--- src/rtl/fp_seq_pkg.sv ---
// fp_seq_pkg
//   Shared definitions for the FP operation sequencer:
//   - FOP_* op-class codes presented by decode on req_op
//   - ALU_CTRL_* codes driven to the FP ALU (NOP leaves FpCond untouched)
//   - sequencer state encoding
//   - helpers: op -> ALU control, op -> hold latency, legality, compare class
package fp_seq_pkg;

    localparam logic [2:0] FOP_ADD = 3'd0;
    localparam logic [2:0] FOP_SUB = 3'd1;
    localparam logic [2:0] FOP_MUL = 3'd2;
    localparam logic [2:0] FOP_DIV = 3'd3;
    localparam logic [2:0] FOP_CEQ = 3'd4;
    localparam logic [2:0] FOP_CLT = 3'd5;
    localparam logic [2:0] FOP_CLE = 3'd6;

    localparam logic [3:0] ALU_CTRL_ADD = 4'b0010;
    localparam logic [3:0] ALU_CTRL_SUB = 4'b0110;
    localparam logic [3:0] ALU_CTRL_MUL = 4'b0011;
    localparam logic [3:0] ALU_CTRL_DIV = 4'b0100;
    localparam logic [3:0] ALU_CTRL_CEQ = 4'b1000;
    localparam logic [3:0] ALU_CTRL_CLT = 4'b1001;
    localparam logic [3:0] ALU_CTRL_CLE = 4'b1010;
    localparam logic [3:0] ALU_CTRL_NOP = 4'b1111;

    typedef enum logic [1:0] {
        S_IDLE = 2'd0,
        S_EXEC = 2'd1,
        S_RESP = 2'd2
    } seq_state_t;

    // ALU control code for each op class; undefined ops map to NOP.
    function automatic logic [3:0] ctrl_of(input logic [2:0] op);
        logic [3:0] c;
        case (op)
            FOP_ADD: c = ALU_CTRL_ADD;
            FOP_SUB: c = ALU_CTRL_SUB;
            FOP_MUL: c = ALU_CTRL_MUL;
            FOP_DIV: c = ALU_CTRL_DIV;
            FOP_CEQ: c = ALU_CTRL_CEQ;
            FOP_CLT: c = ALU_CTRL_CLT;
            FOP_CLE: c = ALU_CTRL_CLE;
            default: c = ALU_CTRL_NOP;
        endcase
        return c;
    endfunction

    // Number of cycles the operands must be held for an op class.
    function automatic int unsigned lat_of(input logic [2:0] op,
                                           input int unsigned l_add,
                                           input int unsigned l_mul,
                                           input int unsigned l_div,
                                           input int unsigned l_cmp);
        int unsigned l;
        case (op)
            FOP_ADD, FOP_SUB:          l = l_add;
            FOP_MUL:                   l = l_mul;
            FOP_DIV:                   l = l_div;
            FOP_CEQ, FOP_CLT, FOP_CLE: l = l_cmp;
            default:                   l = 0;
        endcase
        return l;
    endfunction

    function automatic logic is_cmp_op(input logic [2:0] op);
        return (op == FOP_CEQ) || (op == FOP_CLT) || (op == FOP_CLE);
    endfunction

    // The ALU only supports double precision for add/sub.
    function automatic logic is_legal(input logic [2:0] op, input logic dbl);
        logic defined;
        logic addsub;
        defined = (op <= FOP_CLE);
        addsub  = (op == FOP_ADD) || (op == FOP_SUB);
        return defined && (!dbl || addsub);
    endfunction

endpackage

--- src/rtl/fp_op_sequencer_if.sv ---
// fp_op_sequencer_if
//   Bundles the decode request, the ALU operand/control/result bus, the
//   writeback response and the core stall line of the FP op sequencer.
//   slave  : the sequencer
//   master : its environment (decode, FP ALU, writeback, core)
interface fp_op_sequencer_if;
    // decode request
    logic        req_valid;
    logic        req_ready;
    logic [2:0]  req_op;
    logic        req_dbl;
    logic [31:0] req_a0;
    logic [31:0] req_a1;
    logic [31:0] req_b0;
    logic [31:0] req_b1;
    logic        flush;
    // FP ALU
    logic [31:0] alu_in0_0;
    logic [31:0] alu_in0_1;
    logic [31:0] alu_in1_0;
    logic [31:0] alu_in1_1;
    logic [3:0]  alu_ctrl;
    logic        alu_dbl;
    logic [31:0] alu_res_0;
    logic [31:0] alu_res_1;
    // writeback response
    logic        rsp_valid;
    logic        rsp_ready;
    logic [31:0] rsp_res0;
    logic [31:0] rsp_res1;
    logic        rsp_is_cmp;
    logic        rsp_err;
    // core
    logic        fp_stall;

    modport slave (
        input  req_valid, req_op, req_dbl, req_a0, req_a1, req_b0, req_b1, flush,
        output req_ready,
        output alu_in0_0, alu_in0_1, alu_in1_0, alu_in1_1, alu_ctrl, alu_dbl,
        input  alu_res_0, alu_res_1,
        output rsp_valid, rsp_res0, rsp_res1, rsp_is_cmp, rsp_err,
        input  rsp_ready,
        output fp_stall
    );

    modport master (
        output req_valid, req_op, req_dbl, req_a0, req_a1, req_b0, req_b1, flush,
        input  req_ready,
        input  alu_in0_0, alu_in0_1, alu_in1_0, alu_in1_1, alu_ctrl, alu_dbl,
        output alu_res_0, alu_res_1,
        input  rsp_valid, rsp_res0, rsp_res1, rsp_is_cmp, rsp_err,
        output rsp_ready,
        input  fp_stall
    );
endinterface

--- src/rtl/fp_op_sequencer.sv ---
// fp_op_sequencer
//   Multi-cycle issue controller for the shared FP ALU. Accepts one op at a
//   time from decode, holds its operands and control code on the ALU for the
//   op's latency, captures the ALU result and hands it to writeback.
//   Ports:
//     clk    clock
//     rst_n  synchronous active-low reset
//     bus    fp_op_sequencer_if.slave (request, ALU, response, fp_stall)
//   Flow: IDLE -accept-> EXEC (LAT_x cycles) -> RESP -rsp_ready-> IDLE.
//   Illegal requests skip EXEC and answer with rsp_err=1, ALU left at NOP.
module fp_op_sequencer
    import fp_seq_pkg::*;
#(
    parameter int unsigned LAT_ADD = 2,
    parameter int unsigned LAT_MUL = 3,
    parameter int unsigned LAT_DIV = 8,
    parameter int unsigned LAT_CMP = 1,
    parameter int unsigned CNT_W   = 4
) (
    input  logic              clk,
    input  logic              rst_n,
    fp_op_sequencer_if.slave  bus
);

    localparam logic [CNT_W-1:0] CNT_ONE = {{(CNT_W-1){1'b0}}, 1'b1};

    seq_state_t       state_reg, state_next;
    logic [CNT_W-1:0] cnt_reg, cnt_next;
    logic [31:0]      in0_0_reg, in0_0_next;
    logic [31:0]      in0_1_reg, in0_1_next;
    logic [31:0]      in1_0_reg, in1_0_next;
    logic [31:0]      in1_1_reg, in1_1_next;
    logic [3:0]       ctrl_reg, ctrl_next;
    logic             dbl_reg, dbl_next;
    logic [31:0]      res0_reg, res0_next;
    logic [31:0]      res1_reg, res1_next;
    logic             is_cmp_reg, is_cmp_next;
    logic             err_reg, err_next;

    always_ff @(posedge clk) begin
        if (!rst_n) begin
            state_reg  <= S_IDLE;
            cnt_reg    <= '0;
            in0_0_reg  <= '0;
            in0_1_reg  <= '0;
            in1_0_reg  <= '0;
            in1_1_reg  <= '0;
            ctrl_reg   <= ALU_CTRL_NOP;
            dbl_reg    <= 1'b0;
            res0_reg   <= '0;
            res1_reg   <= '0;
            is_cmp_reg <= 1'b0;
            err_reg    <= 1'b0;
        end else begin
            state_reg  <= state_next;
            cnt_reg    <= cnt_next;
            in0_0_reg  <= in0_0_next;
            in0_1_reg  <= in0_1_next;
            in1_0_reg  <= in1_0_next;
            in1_1_reg  <= in1_1_next;
            ctrl_reg   <= ctrl_next;
            dbl_reg    <= dbl_next;
            res0_reg   <= res0_next;
            res1_reg   <= res1_next;
            is_cmp_reg <= is_cmp_next;
            err_reg    <= err_next;
        end
    end

    always_comb begin
        state_next  = state_reg;
        cnt_next    = cnt_reg;
        in0_0_next  = in0_0_reg;
        in0_1_next  = in0_1_reg;
        in1_0_next  = in1_0_reg;
        in1_1_next  = in1_1_reg;
        ctrl_next   = ctrl_reg;
        dbl_next    = dbl_reg;
        res0_next   = res0_reg;
        res1_next   = res1_reg;
        is_cmp_next = is_cmp_reg;
        err_next    = err_reg;

        case (state_reg)
            S_IDLE: begin
                // flush in the same cycle as a request wins: nothing accepted.
                if (bus.req_valid && !bus.flush) begin
                    res0_next = '0;
                    res1_next = '0;
                    if (is_legal(bus.req_op, bus.req_dbl)) begin
                        in0_0_next  = bus.req_a0;
                        in0_1_next  = bus.req_a1;
                        in1_0_next  = bus.req_b0;
                        in1_1_next  = bus.req_b1;
                        ctrl_next   = ctrl_of(bus.req_op);
                        dbl_next    = bus.req_dbl;
                        cnt_next    = CNT_W'(lat_of(bus.req_op, LAT_ADD, LAT_MUL,
                                                    LAT_DIV, LAT_CMP));
                        is_cmp_next = is_cmp_op(bus.req_op);
                        err_next    = 1'b0;
                        state_next  = S_EXEC;
                    end else begin
                        ctrl_next   = ALU_CTRL_NOP;
                        dbl_next    = 1'b0;
                        is_cmp_next = 1'b0;
                        err_next    = 1'b1;
                        state_next  = S_RESP;
                    end
                end
            end
            S_EXEC: begin
                if (bus.flush) begin
                    ctrl_next  = ALU_CTRL_NOP;
                    cnt_next   = '0;
                    state_next = S_IDLE;
                end else begin
                    cnt_next = cnt_reg - CNT_ONE;
                    // Last held cycle: the ALU output is final, grab it and
                    // release the ALU on the same edge.
                    if (cnt_reg == CNT_ONE) begin
                        res0_next  = is_cmp_reg ? '0 : bus.alu_res_0;
                        res1_next  = (dbl_reg && !is_cmp_reg) ? bus.alu_res_1 : '0;
                        ctrl_next  = ALU_CTRL_NOP;
                        state_next = S_RESP;
                    end
                end
            end
            S_RESP: begin
                if (bus.flush || bus.rsp_ready) begin
                    state_next = S_IDLE;
                end
            end
            default: begin
                state_next = S_IDLE;
                ctrl_next  = ALU_CTRL_NOP;
            end
        endcase
    end

    assign bus.req_ready  = (state_reg == S_IDLE);
    assign bus.fp_stall   = (state_reg != S_IDLE);
    assign bus.rsp_valid  = (state_reg == S_RESP);
    assign bus.alu_in0_0  = in0_0_reg;
    assign bus.alu_in0_1  = in0_1_reg;
    assign bus.alu_in1_0  = in1_0_reg;
    assign bus.alu_in1_1  = in1_1_reg;
    assign bus.alu_ctrl   = ctrl_reg;
    assign bus.alu_dbl    = dbl_reg;
    assign bus.rsp_res0   = res0_reg;
    assign bus.rsp_res1   = res1_reg;
    assign bus.rsp_is_cmp = is_cmp_reg;
    assign bus.rsp_err    = err_reg;

endmodule
--- src/flat_wrapper.sv ---
// flat-port wrapper written by rule: the top's interface ports become plain ports
module fp_op_sequencer_flat import fp_seq_pkg::*;
#(
    parameter int unsigned LAT_ADD = 2,
    parameter int unsigned LAT_MUL = 3,
    parameter int unsigned LAT_DIV = 8,
    parameter int unsigned LAT_CMP = 1,
    parameter int unsigned CNT_W   = 4
)
  (clk, rst_n, bus_req_valid, bus_req_op, bus_req_dbl, bus_req_a0, bus_req_a1, bus_req_b0, bus_req_b1, bus_flush, bus_req_ready, bus_alu_in0_0, bus_alu_in0_1, bus_alu_in1_0, bus_alu_in1_1, bus_alu_ctrl, bus_alu_dbl, bus_alu_res_0, bus_alu_res_1, bus_rsp_valid, bus_rsp_res0, bus_rsp_res1, bus_rsp_is_cmp, bus_rsp_err, bus_rsp_ready, bus_fp_stall);
  fp_op_sequencer_if bus_i ();
  input  logic clk;
  input  logic rst_n;
  input wire logic [$bits(bus_i.req_valid)-1:0] bus_req_valid;
  input wire logic [$bits(bus_i.req_op)-1:0] bus_req_op;
  input wire logic [$bits(bus_i.req_dbl)-1:0] bus_req_dbl;
  input wire logic [$bits(bus_i.req_a0)-1:0] bus_req_a0;
  input wire logic [$bits(bus_i.req_a1)-1:0] bus_req_a1;
  input wire logic [$bits(bus_i.req_b0)-1:0] bus_req_b0;
  input wire logic [$bits(bus_i.req_b1)-1:0] bus_req_b1;
  input wire logic [$bits(bus_i.flush)-1:0] bus_flush;
  output wire logic [$bits(bus_i.req_ready)-1:0] bus_req_ready;
  output wire logic [$bits(bus_i.alu_in0_0)-1:0] bus_alu_in0_0;
  output wire logic [$bits(bus_i.alu_in0_1)-1:0] bus_alu_in0_1;
  output wire logic [$bits(bus_i.alu_in1_0)-1:0] bus_alu_in1_0;
  output wire logic [$bits(bus_i.alu_in1_1)-1:0] bus_alu_in1_1;
  output wire logic [$bits(bus_i.alu_ctrl)-1:0] bus_alu_ctrl;
  output wire logic [$bits(bus_i.alu_dbl)-1:0] bus_alu_dbl;
  input wire logic [$bits(bus_i.alu_res_0)-1:0] bus_alu_res_0;
  input wire logic [$bits(bus_i.alu_res_1)-1:0] bus_alu_res_1;
  output wire logic [$bits(bus_i.rsp_valid)-1:0] bus_rsp_valid;
  output wire logic [$bits(bus_i.rsp_res0)-1:0] bus_rsp_res0;
  output wire logic [$bits(bus_i.rsp_res1)-1:0] bus_rsp_res1;
  output wire logic [$bits(bus_i.rsp_is_cmp)-1:0] bus_rsp_is_cmp;
  output wire logic [$bits(bus_i.rsp_err)-1:0] bus_rsp_err;
  input wire logic [$bits(bus_i.rsp_ready)-1:0] bus_rsp_ready;
  output wire logic [$bits(bus_i.fp_stall)-1:0] bus_fp_stall;
  assign bus_i.req_valid = bus_req_valid;
  assign bus_i.req_op = bus_req_op;
  assign bus_i.req_dbl = bus_req_dbl;
  assign bus_i.req_a0 = bus_req_a0;
  assign bus_i.req_a1 = bus_req_a1;
  assign bus_i.req_b0 = bus_req_b0;
  assign bus_i.req_b1 = bus_req_b1;
  assign bus_i.flush = bus_flush;
  assign bus_req_ready = bus_i.req_ready;
  assign bus_alu_in0_0 = bus_i.alu_in0_0;
  assign bus_alu_in0_1 = bus_i.alu_in0_1;
  assign bus_alu_in1_0 = bus_i.alu_in1_0;
  assign bus_alu_in1_1 = bus_i.alu_in1_1;
  assign bus_alu_ctrl = bus_i.alu_ctrl;
  assign bus_alu_dbl = bus_i.alu_dbl;
  assign bus_i.alu_res_0 = bus_alu_res_0;
  assign bus_i.alu_res_1 = bus_alu_res_1;
  assign bus_rsp_valid = bus_i.rsp_valid;
  assign bus_rsp_res0 = bus_i.rsp_res0;
  assign bus_rsp_res1 = bus_i.rsp_res1;
  assign bus_rsp_is_cmp = bus_i.rsp_is_cmp;
  assign bus_rsp_err = bus_i.rsp_err;
  assign bus_i.rsp_ready = bus_rsp_ready;
  assign bus_fp_stall = bus_i.fp_stall;
  fp_op_sequencer #(.LAT_ADD(LAT_ADD), .LAT_MUL(LAT_MUL), .LAT_DIV(LAT_DIV), .LAT_CMP(LAT_CMP), .CNT_W(CNT_W)) u_core (.clk(clk), .rst_n(rst_n), .bus(bus_i));
endmodule
--- config.mk ---
export PLATFORM = sky130hd
export DESIGN_NAME = fp_op_sequencer_flat
export DESIGN_NICKNAME = d
export VERILOG_FILES = /design/src/rtl/fp_seq_pkg.sv /design/src/rtl/fp_op_sequencer_if.sv /design/src/rtl/fp_op_sequencer.sv /design/src/flat_wrapper.sv
export SDC_FILE = /design/constraint.sdc
export NUM_CORES = 1
export LEC_CHECK = 0
export CORE_AREA = 8 8 151 153
export CTS_CLUSTER_DIAMETER = 100
export DETAILED_ROUTE_END_ITERATION = 10
export DIE_AREA = 0 0 159 161
export PLACE_DENSITY = 0.84
export RECOVER_POWER = 25
export SKIP_LAST_GASP = 1
export SYNTH_ARGS = -nofsm -noshare
export SYNTH_HDL_FRONTEND = slang
export SYNTH_SLANG_ARGS = --single-unit
--- constraint.sdc ---
create_clock -name clk -period 3.65 [get_ports clk]
set_input_delay 0.73 -clock clk [delete_from_list [all_inputs] [get_ports clk]]
set_output_delay 0.73 -clock clk [all_outputs]
set_load 0.005 [all_outputs]
After elaboration in Yosys (flattened, before gate mapping)
Index checks and enable logic that the tools add are counted.
Storage, ports and cells
  bits of input ports: 201
  register bits: 205
  logic and storage cells: 82
  output and inout bits: 202
Cells by class
  reduce and logical (&&, ||, !) cells: 23
  $lt $le $gt $ge: 1
  add/sub/neg operators: 1
  bitwise operators: 1
  equality and inequality tests: 15
  mux-type cells: 29
Operator list (count)
  two-way mux 32 bit: 7
  case mux 32 bit (2 select lines): 2
  two-way mux 4 bit: 7
  case mux 4 bit (7 select lines): 1
  case mux 4 bit (4 select lines): 1
  case mux 4 bit (3 select lines): 1
  AND reduction 3 bit: 4
  two-way mux 2 bit: 5
  equality test 3 bit (second input constant): 3
  inequality test 2 x 1 -> 1 bit (second input constant): 4
  case mux 4 bit (2 select lines): 1
  equality test 3 x 2 -> 1 bit (second input constant): 2
  case mux 2 bit (3 select lines): 1
  logical OR 1 bit: 5
  equality test 4 x 1 -> 1 bit (second input constant): 1
  AND reduction 4 bit: 1
  nonzero test 2 bit: 2
  subtractor 4 x 1 -> 4 bit (second input constant): 1
  equality test 3 x 1 -> 1 bit (second input constant): 1
  less-or-equal comparator 3 bit (second input constant): 1
  logical AND 1 bit: 3
  logical NOT 1 bit: 3
  logical NOT 3 bit: 1
  two-way mux 1 bit: 3
  other kinds (9): 9

Depth between registers and ports, before layout
  word-level depth: 7
  mapped depth: 8
  mapped depth without buffers: 6

Least setup slack after synthesis
Ideal clock, no wire load.
  kind: input to register
  start: input port bus_flush
  end: register u_core.in1_0_reg[12] (netlist: u_core.bus.alu_in1_0[12])
  library setup time: 0.132 ns
  cell stages on the path: 7
  buffers on the path: 3
  arrival: 1.929 ns
  path slack: 1.589 ns
  data required time: 3.518 ns
  cells stage by stage: buf_2 > nor4b_4 > nand3_1 > clkbuf_1 > buf_2 > nand2_1 > a21oi_1
Between the ends
  word-level cells in the longest chain between the ends: 3
Ends and longest elaborated chain
  from (decl): RTL line flat_wrapper.sv:21  | input wire logic [$bits(bus_i.flush)-1:0] bus_flush;
  logical NOT 1 bit: RTL line fp_op_sequencer.sv:87  | if (bus.req_valid && !bus.flush) begin
  logical AND 1 bit: RTL line fp_op_sequencer.sv:87
  AND reduction 3 bit (no source line)
  to (signal assigned): RTL line fp_op_sequencer.sv:59  | in1_0_reg <= in1_0_next;
  to (decl): RTL line fp_op_sequencer.sv:31  | logic [31:0] in1_0_reg, in1_0_next;
No other way between the ends.
A chain may end at the register's enable or synchronous reset.

Worst setup path in the final report
  start: input port rst_n
  end: register u_core.in1_0_reg[18] (netlist: u_core.bus.alu_in1_0[18])
RTL lines
  from (decl): RTL line flat_wrapper.sv:13  | input logic rst_n;
No word-level cell between the ends.

==> run_results.csv <==
group,metric,value,unit
pwr,ir_worst_vdd,394,uV
worst_setup_path,critical_path_peak_fanout,76,
clock_tree,cts_buffer_depth,3,
detailed_routing,ant_nets_after_route,0,
global_route,grt_first_pass_wirelength,42900,um
detailed_routing,detail_route.iter0.violations,442,
detailed_routing,drt_wl_total,28000,um
finish,finish.utilization,0.600,
placed_design,place.detailed.hpwl,20000,um
detailed_routing,route.detailed.wl_per_inst,17.7,um
sta,slew_viol_final,0,
yosys,synth.top_cell.area_share,0.546,
pwr,power_density,416,nW/um^2
worst_setup_path,worst-endpoint-arrival,3260,ps
finish,layout.nets,1497,
sta,setup_tns,0,ps
yosys,synth.yosys.seq_area_share,0.546,
sta,rsz_0062_raised_after_global_routing,"no",
die,die_area,25600,sq um
finish,post_layout_instance_area,12300,sq um
worst_setup_path,depth_of_the_worst_register_to_register_path,5,
pwr,power.leakage,4.52,nW
min_path,worstHoldPathCells,2,
job,drv.max_cap_violation_count,0,
pwr,power.share.combinational,0.122,
die,die-height,161,um
die,chipWidth,159,um
finish,fraction_of_final_layout_cells_sized_beyond_drive_strength_1,0.0390,
clock_tree,cts_sinks,205,
placed_design,routabilityCongestion,0.816,
worst_setup_path,crit_path_cell_trace,"clkdlybuf4s50_1, clkinvlp_4, buf_12, a21oi_1",
yosys,post_syn_area,7520,sq um
yosys,post_synth_num_cell_types,36,
worst_setup_path,worst_path_max_stage_delay,980,ps
detailed_routing,dr_total_vias,7792,
global_route,gr-usage-all-layers,0.204,
detailed_routing,tritonroute_pass_1_iters,5,
die,core_area,20600,sq um
detailed_routing,detail_route.drc_violations,0,
detailed_routing,avgViaCountPerCell,4.92,
pwr,swShare,0.231,
clock_tree,ctsHtreeMaxLevel,1,
yosys,most_frequent_cell_after_synthesis,"sky130_fd_sc_hd__nand2_1",
worst_setup_path,worst-setup-path-type,"input port to flop",
yosys,synth_ff_type,"sky130_fd_sc_hd__dfxtp_1",
finish,layoutNonFillerInstCount,1584,
sta,hold_ws,448,ps
sta,maxSlewHeadroom,0.246,
clock_tree,ctsResizeCount,0,
clock_tree,cts_tree,"built",
worst_setup_path,cp_data_required_time,4040,ps
yosys,synth.top_cells.by_area,"sky130_fd_sc_hd__dfxtp_1 55%, sky130_fd_sc_hd__nand2_1 17%, sky130_fd_sc_hd__a21oi_1 13%, sky130_fd_sc_hd__nand3_1 4.5%, sky130_fd_sc_hd__buf_8 2.0%",
yosys,synthesis.nets,1135,
sta,timing_hold_violations_final,0,
pwr,power.net_switching,1.18,mW
yosys,synthDominantAreaCellType,"sky130_fd_sc_hd__dfxtp_1",
sta,timing_worst_slew_pin_value,1130,ps
global_route,grt_start_max_net_pins,92,
clock_tree,postCtsSetupBuffers,0,
die,initial_core_util,0.366,
clock_tree,cts-buffers-inserted,21,
clock_tree,cts.hold.buffers_added,0,
yosys,yosys_register_bits,205,
die,rows,53,
clock_tree,clkTransAtPathRegs,60,ps
worst_setup_path,crit_path_start_kind,"input port",
global_route,grt_overflow_total,0,
worst_setup_path,critPathSlowestCell,"sky130_fd_sc_hd__clkinvlp_4",
worst_setup_path,critical_path.endpoint_type,"flop",
sta,post-route-period-util,0.786,
global_route,initial_antenna_violation_count,1,
clock_tree,clkLatencyLatePin,490,ps
sta,fin_skew,8.26,ps
yosys,synth_enable_flop_cells,0,
finish,area_growth_syn_to_layout,64.1,%
sta,layout_min_cycle_time,2870,ps
yosys,postSynthCellCount,932,
worst_setup_path,cp.buffers_inverters,3,
die,ioPinCount,403,
pwr,clockPowerShare,0.422,
yosys,yosys_warnings,0,
sta,fmax,348,MHz
pwr,power.share.sequential,0.456,
yosys,post_synth_most_frequent_cells,"332 x sky130_fd_sc_hd__nand2_1, 205 x sky130_fd_sc_hd__dfxtp_1, 196 x sky130_fd_sc_hd__a21oi_1",
placed_design,dpl.cell_count,1546,
min_path,min_path_type,"flop to flop",
yosys,async_flop_share,0,
sta,setup_viol_count_final,0,
placed_design,numPortBuffers,402,
placed_design,post_dp_cell_area,11600,sq um
pwr,internal-power,3.95,mW
worst_setup_path,critical-path-top-delay-family,"buffers and inverters",
worst_setup_path,path_depth,4,
status,outcome,"completed",
global_route,via_count_of_the_first_global_routing_pass,7709,
yosys,syn_avg_cell_area,8.06,sq um
clock_tree,clockRootBuffer,"sky130_fd_sc_hd__clkbuf_16",
-- worst min-delay path: stages (launching register included) --
cell and delay (ps):
sky130_fd_sc_hd__dfxtp_1 300, sky130_fd_sc_hd__nand2_1 50, sky130_fd_sc_hd__a21oi_1 50
-- metal layers --
layer	track usage	up-vias	routed length, um
met5	0	-	0
met4	0.0502	0	591
met3	0.0868	40	3030
met2	0.359	354	13600
met1	0.223	3588	10700
li1	-	3810	-
-- final cells by class --
| class | instances | area, sq um |
|---|---|---|
| clock buffer | 35 | 658 |
| antenna | 1 | 2.50 |
| inverter | 5 | 22.5 |
| clock inverter | 2 | 35.0 |
| tap | 275 | 344 |
| sequential | 205 | 4100 |
| multi-input combinational | 648 | 2990 |
| fill | 1703 | 8220 |
| timing repair buffer | 413 | 4180 |
-- layout by cell type, fill, tap and decap left out, types with 2 or more instances in the layout --
master	synthesis	final
sky130_fd_sc_hd__nand3_1	67	66
sky130_fd_sc_hd__clkbuf_8	0	8
sky130_fd_sc_hd__clkdlybuf4s50_1	0	303
sky130_fd_sc_hd__a211oi_1	5	5
sky130_fd_sc_hd__nor2b_1	2	2
sky130_fd_sc_hd__clkbuf_1	38	6
sky130_fd_sc_hd__nor3_1	2	2
sky130_fd_sc_hd__dfxtp_1	205	205
sky130_fd_sc_hd__nand4b_1	2	2
sky130_fd_sc_hd__ha_1	2	2
sky130_fd_sc_hd__nand2_1	332	332
sky130_fd_sc_hd__buf_4	7	5
sky130_fd_sc_hd__clkbuf_16	0	21
sky130_fd_sc_hd__nor3b_1	2	2
sky130_fd_sc_hd__a2bb2oi_1	2	2
sky130_fd_sc_hd__dlygate4sd3_1	0	99
sky130_fd_sc_hd__nor2_1	9	9
sky130_fd_sc_hd__o21ai_0	6	6
sky130_fd_sc_hd__a221oi_1	3	3
sky130_fd_sc_hd__buf_12	0	6
sky130_fd_sc_hd__inv_1	4	4
sky130_fd_sc_hd__a21oi_1	196	196
sky130_fd_sc_hd__o2bb2ai_1	2	2
-- power by group through the flow --
stage | combinational, mW | sequential [mW] | clock, mW
4_1_cts | 0.644 | 2.34 | 2.22
5_1_grt | 0.678 | 2.35 | 2.30
3_3_place_gp | 0.631 | 2.39 | 0
6_report | 0.629 | 2.34 | 2.17
3_5_place_dp | 0.637 | 2.39 | 0
2_1_floorplan | 0.229 | 2.39 | 0
-- kinds of logic after synthesis --
family | count (synthesis) | synth area share
multiplexers | 1 | 0.00133
flip-flops | 205 | 0.546
AND/OR/NAND/NOR | 427 | 0.236
AO/OA/AOI/OAI | 218 | 0.152
buffers and inverters | 79 | 0.0611
adder cells (fa/ha/maj) | 2 | 0.00333
-- stage by stage --
stage,worst slack [ps],power [mW]
after floorplan,1590,2.62
after global placement,669,3.02
after detailed placement,566,3.03
after CTS,981,5.20
after global routing,634,5.33
final,780,5.13
-- worst paths after layout --
path                                start                  endpoint  slack, ps
setup reg to reg      u_core.state_reg[1]  u_core.bus.alu_in1_0[18]       1350
hold reg to reg   u_core.bus.alu_in0_0[0]   u_core.bus.alu_in0_0[0]        450
hold / removal    u_core.bus.alu_in0_0[0]   u_core.bus.alu_in0_0[0]        450
setup / recovery                    rst_n  u_core.bus.alu_in1_0[18]        780
Power figures use the tool's default switching activity.
